`config.mk`:
```
export PLATFORM = sky130hd
export DESIGN_NAME = input_port_buffer
export DESIGN_NICKNAME = d
export VERILOG_FILES = /design/src/rtl/input_port_buffer.sv
export SDC_FILE = /design/constraint.sdc
export NUM_CORES = 1
export LEC_CHECK = 0
export ABC_AREA = 1
export ABC_CLOCK_PERIOD_IN_PS = 2750
export BUFFER_PORTS_ARGS = -buffer_cell sky130_fd_sc_hd__buf_2
export CAP_MARGIN = 20
export CELL_PAD_IN_SITES_DETAIL_PLACEMENT = 0
export CELL_PAD_IN_SITES_GLOBAL_PLACEMENT = 1
export CORE_MARGIN = 3
export CORE_UTILIZATION = 46
export CTS_CLUSTER_DIAMETER = 80
export CTS_CLUSTER_SIZE = 24
export DETAILED_ROUTE_END_ITERATION = 8
export GPL_TIMING_DRIVEN = 1
export PLACE_DENSITY = 0.77
export REMOVE_ABC_BUFFERS = 1
export SLEW_MARGIN = 20
export SYNTH_ARGS = -nofsm -noshare
export SYNTH_HDL_FRONTEND = slang
export SYNTH_SLANG_ARGS = --single-unit
```
`constraint.sdc`:
```
create_clock -name ua_clk -period 2.75 [get_ports ua_clk]
set_input_delay 0.275 -clock ua_clk [delete_from_list [all_inputs] [get_ports ua_clk]]
set_output_delay 0.275 -clock ua_clk [all_outputs]
set_load 0.05 [all_outputs]
```
`src/rtl/input_port_buffer.sv`:
```
`default_nettype none
// ============================================================================
//  Module   : input_port_buffer
//  Purpose  : Per-port ingress FIFO of the mesh router. Stores incoming flits
//             in a DEPTH-entry buffer and presents the head flit (first-word
//             fall-through) with its one-hot XY-routing label to the unicast
//             arbiter.
//  Ports    : ua_clk    - clock, rising edge
//             rst_n     - asynchronous reset, active-high (asserted when 1)
//             valid_in  - upstream flit valid
//             data_in   - upstream flit
//             full      - backpressure to upstream (count == DEPTH)
//             ready     - arbiter grant-and-accept, pops the head flit
//             data_out  - head flit, 0 when empty
//             label     - one-hot route {W,N,E,S,L}, 0 when empty
//             count     - occupancy 0..DEPTH
//  Revision : 1.0 - initial release
// ============================================================================
module input_port_buffer #(
    parameter int DEPTH     = 4,
    parameter int WIDTH     = 2,
    parameter int DATASIZE  = 30,
    parameter int ID_W      = 4,
    parameter int MESH_X    = 4,
    parameter int router_ID = 6
) (
    input  logic                ua_clk,
    input  logic                rst_n,
    input  logic                valid_in,
    input  logic [DATASIZE-1:0] data_in,
    output logic                full,
    input  logic                ready,
    output logic [DATASIZE-1:0] data_out,
    output logic [4:0]          label,
    output logic [WIDTH:0]      count
);

    // Router coordinates and the mesh width, sized to the destination field
    localparam logic [ID_W-1:0]  c_MESH_X = ID_W'(MESH_X);
    localparam logic [ID_W-1:0]  c_CX     = ID_W'(router_ID % MESH_X);
    localparam logic [ID_W-1:0]  c_CY     = ID_W'(router_ID / MESH_X);
    localparam logic [WIDTH:0]   c_DEPTH  = (WIDTH+1)'(DEPTH);

    // One-hot label encodings, bit order {W,N,E,S,L}
    localparam logic [4:0] c_LBL_W = 5'b10000;
    localparam logic [4:0] c_LBL_N = 5'b01000;
    localparam logic [4:0] c_LBL_E = 5'b00100;
    localparam logic [4:0] c_LBL_S = 5'b00010;
    localparam logic [4:0] c_LBL_L = 5'b00001;

    logic [DATASIZE-1:0] r_mem [DEPTH];
    logic [WIDTH-1:0]    r_wp;
    logic [WIDTH-1:0]    r_rp;
    logic [WIDTH:0]      r_count;

    logic                w_full;
    logic                w_empty;
    logic                w_push;
    logic                w_pop;
    logic [DATASIZE-1:0] w_head;
    logic [ID_W-1:0]     w_dest;
    logic [ID_W-1:0]     w_dx;
    logic [ID_W-1:0]     w_dy;
    logic [4:0]          w_label;

    // full is derived from the current count only, so a pop while full does
    // not admit a new flit until the following cycle.
    assign w_full  = (r_count == c_DEPTH);
    assign w_empty = (r_count == '0);
    assign w_push  = valid_in & ~w_full;
    assign w_pop   = ready & ~w_empty;

    // Pointers and occupancy; async reset discards all buffered flits
    always_ff @(posedge ua_clk or posedge rst_n) begin
        if (rst_n) begin
            r_wp    <= '0;
            r_rp    <= '0;
            r_count <= '0;
        end else begin
            if (w_push) begin
                r_wp <= r_wp + 1'b1;
            end
            if (w_pop) begin
                r_rp <= r_rp + 1'b1;
            end
            case ({w_push, w_pop})
                2'b10:   r_count <= r_count + 1'b1;
                2'b01:   r_count <= r_count - 1'b1;
                default: r_count <= r_count;
            endcase
        end
    end

    // Storage array carries no reset; stale entries are never presented
    // because the head is masked whenever the buffer is empty.
    always_ff @(posedge ua_clk) begin
        if (w_push) begin
            r_mem[r_wp] <= data_in;
        end
    end

    // First-word fall-through head
    assign w_head = w_empty ? '0 : r_mem[r_rp];
    assign w_dest = w_head[DATASIZE-1 -: ID_W];
    assign w_dx   = w_dest % c_MESH_X;
    assign w_dy   = w_dest / c_MESH_X;

    // XY routing: resolve X first, then Y (Y grows southward)
    always_comb begin
        w_label = '0;
        if (!w_empty) begin
            if (w_dx > c_CX) begin
                w_label = c_LBL_E;
            end else if (w_dx < c_CX) begin
                w_label = c_LBL_W;
            end else if (w_dy < c_CY) begin
                w_label = c_LBL_N;
            end else if (w_dy > c_CY) begin
                w_label = c_LBL_S;
            end else begin
                w_label = c_LBL_L;
            end
        end
    end

    assign full     = w_full;
    assign data_out = w_head;
    assign label    = w_label;
    assign count    = r_count;

endmodule
`default_nettype wire

```
# ---- Word level (Yosys, flattened, before mapping)
# Memory sizes are Yosys's and may differ from the RTL's.
# Index checks and enable logic that the tools add are counted.
dict set report word_totals {
  register_bits 7
  ram_bits 120
  in_bits 34
  out_inout_bits 39
  wordCells 30
  n_memories 1
}
dict set report classes {
  n_addsub 4
  n_lt_le_gt_ge 4
  eq_ne 3
  mux 9
  bitwise 4
  reduce_logical 2
}
# name words width rd rd_clocked_by_memory_dff write_ports line_no
set mem_list {}
lappend mem_list {r_mem 4 30 1 0 1 51} ;# logic [DATASIZE-1:0] r_mem [DEPTH];
# operator n
set ops {}
lappend ops {{30-bit 2-to-1 mux} 1}
lappend ops {{5-bit 2-to-1 mux} 3}
lappend ops {{3-bit one-hot mux with 2 select lines} 1}
lappend ops {{2-bit by 1-bit adder with 2-bit output (second input constant)} 2}
lappend ops {{4-bit 2-to-1 mux} 1}
lappend ops {{3-bit by 1-bit adder with 3-bit output (second input constant)} 1}
lappend ops {{3-bit == test (second input constant)} 1}
lappend ops {{3-bit zero test} 1}
lappend ops {{3-bit by 1-bit subtractor with 3-bit output (second input constant)} 1}
lappend ops {{1-bit bitwise AND} 2}
lappend ops {{2-bit by 1-bit == test with 1-bit output (second input constant)} 1}
lappend ops {{2-bit == test (second input constant)} 1}
lappend ops {{2-bit by 1-bit > comparator with 1-bit output (second input constant)} 1}
lappend ops {{2-bit > comparator (second input constant)} 1}
lappend ops {{2-bit by 1-bit less-than comparator with 1-bit output (second input constant)} 1}
lappend ops {{2-bit less-than comparator (second input constant)} 1}
lappend ops {{1-bit 2-to-1 mux} 2}
lappend ops {{2-bit 2-to-1 mux} 1}
lappend ops {{1-bit inverter} 2}
lappend ops {{2-bit nonzero test} 1}

# ---- Depth between registers and ports, before layout
dict set report logic_depth {
  ltp_word 8
  mapped_depth 11
}

# ---- Worst setup path before layout
# Ideal clock, no wire load.
dict set report synth_timing {
  path_kind {register to register}
  start {register r_count[0], in the netlist count[0]}
  end {memory r_mem[0][0], enable pin}
  arrival_time_ns 2.327
  required_time_ns 2.333
  path_slack_ns 0.006
  stages_incl_launch_ff 5
  path_buffers 0
  path_cell_list {dfrtp_1 inv_1 nand2_1 o21ai_2 nor2_1}
}
dict set report synth_via {
  elab_chain_cells 5
}
# element line_no
set synth_lines {}
lappend synth_lines {{start: declaration} 54} ;# logic [WIDTH:0] r_count;
lappend synth_lines {{start signal: assignment} 87} ;# 2'b10: r_count <= r_count + 1'b1;
lappend synth_lines {{start signal: assignment} 88} ;# 2'b01: r_count <= r_count - 1'b1;
lappend synth_lines {{start signal: assignment} 89} ;# default: r_count <= r_count;
lappend synth_lines {{3-bit == test} 68} ;# assign w_full = (r_count == c_DEPTH);
lappend synth_lines {{1-bit inverter} 70} ;# assign w_push = valid_in & ~w_full;
lappend synth_lines {{1-bit bitwise AND} 70}
lappend synth_lines {{1-bit 2-to-1 mux} 97} ;# if (w_push) begin
lappend synth_lines {{1-bit 2-to-1 mux (not written as such)} 98} ;# r_mem[r_wp] <= data_in;
lappend synth_lines {{end: declaration} 51}
# Every way passes these cells.

# ---- Worst setup path in the final report
dict set report layout_timing {
  start {register r_rp[0]}
  end {output port label[0]}
}
dict set report layout_via {
  elab_chain_cells 8
  elab_cells_between_ends 11
  classes_between {order compare: 4; mux: 6; memory: 1}
}
# element line_no
set layout_lines {}
lappend layout_lines {{start: declaration} 53} ;# logic [WIDTH-1:0] r_rp;
lappend layout_lines {{start signal: assignment} 84} ;# r_rp <= r_rp + 1'b1;
lappend layout_lines {{memory read 4 x 30 bit *} n/a}
lappend layout_lines {{30-bit 2-to-1 mux *} 103} ;# assign w_head = w_empty ? '0 : r_mem[r_rp];
lappend layout_lines {{2-bit by 1-bit > comparator with 1-bit output} 118} ;# end else if (w_dy > c_CY) begin
lappend layout_lines {{2-bit 2-to-1 mux} 118}
lappend layout_lines {{4-bit 2-to-1 mux} 116} ;# end else if (w_dy < c_CY) begin
lappend layout_lines {{5-bit 2-to-1 mux} 114} ;# end else if (w_dx < c_CX) begin
lappend layout_lines {{5-bit 2-to-1 mux *} 112} ;# if (w_dx > c_CX) begin
lappend layout_lines {{5-bit 2-to-1 mux *} 111} ;# if (!w_empty) begin
lappend layout_lines {{end: declaration} 34} ;# output logic [4:0] label,
# Mark *: on every way between the ends. The rest lies on a longest branch, timed or not.

==> results.py <==
metrics = {
    "setup_path": {
        "critical_path_buffer_and_inverter_count": 2,
        "critical_path_cell_list": "inv_6 -> nand2_1 -> nand3_1 -> nand2_1 -> nand3_1 -> nor2_1 -> buf_2",
        "worstPathMaxFanout": 62,
        "worst_path_top_cell_family_by_delay": "flip-flops",
        "worst_r2r_startpoint": "count[0]",
        "setup.worst_path.end_class": "primary output",
        "timing.critical_path.arrival_ns": 2.23,
        "critical_path.slowest_cell": "dfrtp_2",
        "critPathKind": "reg2out",
        "timing.critical_path.from": "r_rp[0]",
        "timing.critical_path.required_ns": 2.48,
        "setup.worst_path.start_class": "register",
        "cpPeakStageDelay_ns": 0.62,
    },
    "clock_tree": {
        "clk_path_buf_depth": 2,
        "tritoncts.num_buffers": 17,
        "clockRootBuffer": "clkbuf_8",
        "tritoncts_clock_tree": "done",
        "post_cts_buffers": 0,
        "cts_htree_levels": 4,
        "clk_pin_slew_ns": 0.06,
        "insertion_delay_ns": 0.49,
        "cts.sinks": 127,
    },
    "synth": {
        "synth_seq_area_share": 0.734,
        "yosysWarnings": 0,
        "syn_area_per_cell_um2": 12.1,
        "netlist_instances": 424,
        "synth_cell_type_count": 22,
        "mappedNetlistArea_mm2": 0.00514,
        "ys_ff_latch": 127,
    },
    "drt": {
        "route.detailed.drc": 0,
        "wl_per_cell_um": 16.2,
        "drt-total-wl_mm": 11.0,
        "firstDrtPassIters": 5,
        "initialDrtViolationCount": 208,
        "post_drt_via_cell_ratio": 5.10,
        "routed-via-count": 3467,
        "final_antenna_net_count": 0,
    },
    "place": {
        "dpl-instance-area_mm2": 0.00569,
        "globalplace.congestion": 0.770,
        "dp_hpwl_mm": 6.43,
        "numPortBuffers": 72,
    },
    "floorplanning": {
        "dieArea_mm2": 0.0125,
        "boundaryPins": 73,
        "std_cell_rows": 37,
        "fp.dieH_um": 112,
        "fp.coreArea_mm2": 0.0106,
        "fp.dieW_um": 112,
        "floorplan.initialDensity": 0.485,
    },
    "timing": {
        "final_min_period_over_clock_period": 0.910,
        "unrepaired_setup_endpoints_after_global_routing": "no",
        "slew_headroom": 0.470,
        "report.final.setup_viol": 0,
        "max_slew.worst_pin.slew_ns": 0.793,
        "final-hold-violation-count": 0,
        "final_period_minus_worst_setup_slack_ns": 2.50,
        "finalMaxSlewViolations": 0,
        "timing.clock.skew_ns": 0.00917,
        "achievable-frequency_mhz": 400,
    },
    "grt": {
        "grt_pass1_vias": 3421,
        "grt_overall_usage": 0.183,
        "grt_antenna_before_repair": 0,
        "grt_max_degree": 63,
        "wire_length_of_the_first_global_routing_pass_mm": 17.7,
        "globalRouteOverflowTotal": 0,
    },
    "final_layout": {
        "layout.nets": 573,
        "syn2layout_area_growth_pct": 27.1,
        "non_filler_cell_area_final_mm2": 0.00654,
        "insertedDiodeCount": 0,
        "layout-drive-gt1-share": 0.224,
        "filler_cells": 824,
    },
    "flow_run": {
        "cap_viol_max_count": 0,
    },
    "outcome": {
        "status": "completed",
    },
    "min_path": {
        "worst_hold_path_type": "in2reg",
        "timing.hold.worst.start": "data_in[4]",
    },
}
==> stage by stage <==
stage                     hold WS [ns]  utilization  setup WS, ns  setup TNS, ns  instances
after floorplan                 0.0784            -        -0.235         -0.859        402
after global routing            0.0146        0.617        0.0627              0        680
after detailed placement         0.229        0.537         0.499              0        622
final                           0.0239        0.617         0.247              0        680
after CTS                      0.00896        0.617         0.131              0        680
after global placement           0.223        0.537         0.558              0        622
==> final timing paths <==
| kind | end | slack, ns | cells after the start |
|---|---|---|---|
| max | label[0] | 0.25 | 7 |
| min | r_mem[3][4] | 0.02 | 1 |
| max reg2reg | count[2] | 0.48 | 10 |
| min reg2reg | count[0] | 0.49 | 1 |
| max in group asynchronous | r_rp[0] | 2.26 | 3 |
| min in group asynchronous | count[2] | 0.25 | 3 |
==> cell type report <==
type                    instances  area [um^2]  share of cell area
flip-flops and latches        127         3780               0.578
multi-input cells             255         1190               0.182
repair buffers                112          758               0.116
clock buffers                  18          418              0.0639
well taps                     136          170              0.0260
clock inverters                12          146              0.0224
inverters                      20         80.1              0.0122
==> metal layers <==
metal / global-route usage / up-vias / wire (um) / part of all wire
met4: 0.0535 / 0 / 73 / 0.0066
met5: 0 / - / 0 / 0
li1: - / 1687 / - / -
met1: 0.238 / 1685 / 4760 / 0.43
met3: 0.0370 / 6 / 565 / 0.051
met2: 0.311 / 89 / 5610 / 0.51
==> repair_timing <==
item	in CTS	in global routing
hold endpoints to repair	112	0
hold buffers	28	0
setup endpoints to repair	0	3
resized for setup	0	1
==> registers in the layout, indices dropped and copies added (netlist names) <==
name   cells
r_rp       2
count      3
r_wp       2
r_mem    120
==> cells in the mapped netlist <==
cell	instances	area [um^2]
nor2_1	123	462
edfxtp_1	120	3600
o21ai_0	48	240
nand2_1	29	109
a21oi_1	27	135
inv_1	18	67.6
nand3_1	11	55.1
buf_2	9	45.0
dfrtp_1	7	175
o21ai_1	6	30.0
clkbuf_1	5	18.8
ha_1	5	62.6
buf_4	3	22.5
buf_6	3	33.8
clkbuf_2	2	10.0
xor2_1	2	17.5
fa_1	1	20.0
inv_2	1	3.75
inv_4	1	6.26
nand3_2	1	10.0
o21ai_2	1	8.76
xnor2_1	1	8.76
==> cells by family (layout without fill, tap and decap cells) <==
| kind of cell | Yosys count | in the layout | synth area share |
|---|---|---|---|
| AO/OA/AOI/OAI | 82 | 82 | 0.0805 |
| adder cells (fa/ha/maj) | 6 | 6 | 0.0161 |
| XOR/XNOR | 3 | 3 | 0.00511 |
| flip-flops | 127 | 127 | 0.734 |
| buffers and inverters | 42 | 162 | 0.0404 |
| AND/OR/NAND/NOR | 164 | 164 | 0.124 |
==> placed cells by master (no fill, tap or decap), types with 11 or more instances in the layout <==
cell type and n:
nand2_1 29, inv_1 18, edfxtp_1 120, clkbuf_16 16, nand3_1 11, o21ai_0 48
a21oi_1 27, buf_4 11, nor2_1 119, dlygate4sd3_1 28, buf_2 71
Power is left out: the tool's default activity adds up to more than one toggle a clock period on the data nets, which glitch-free logic cannot reach.
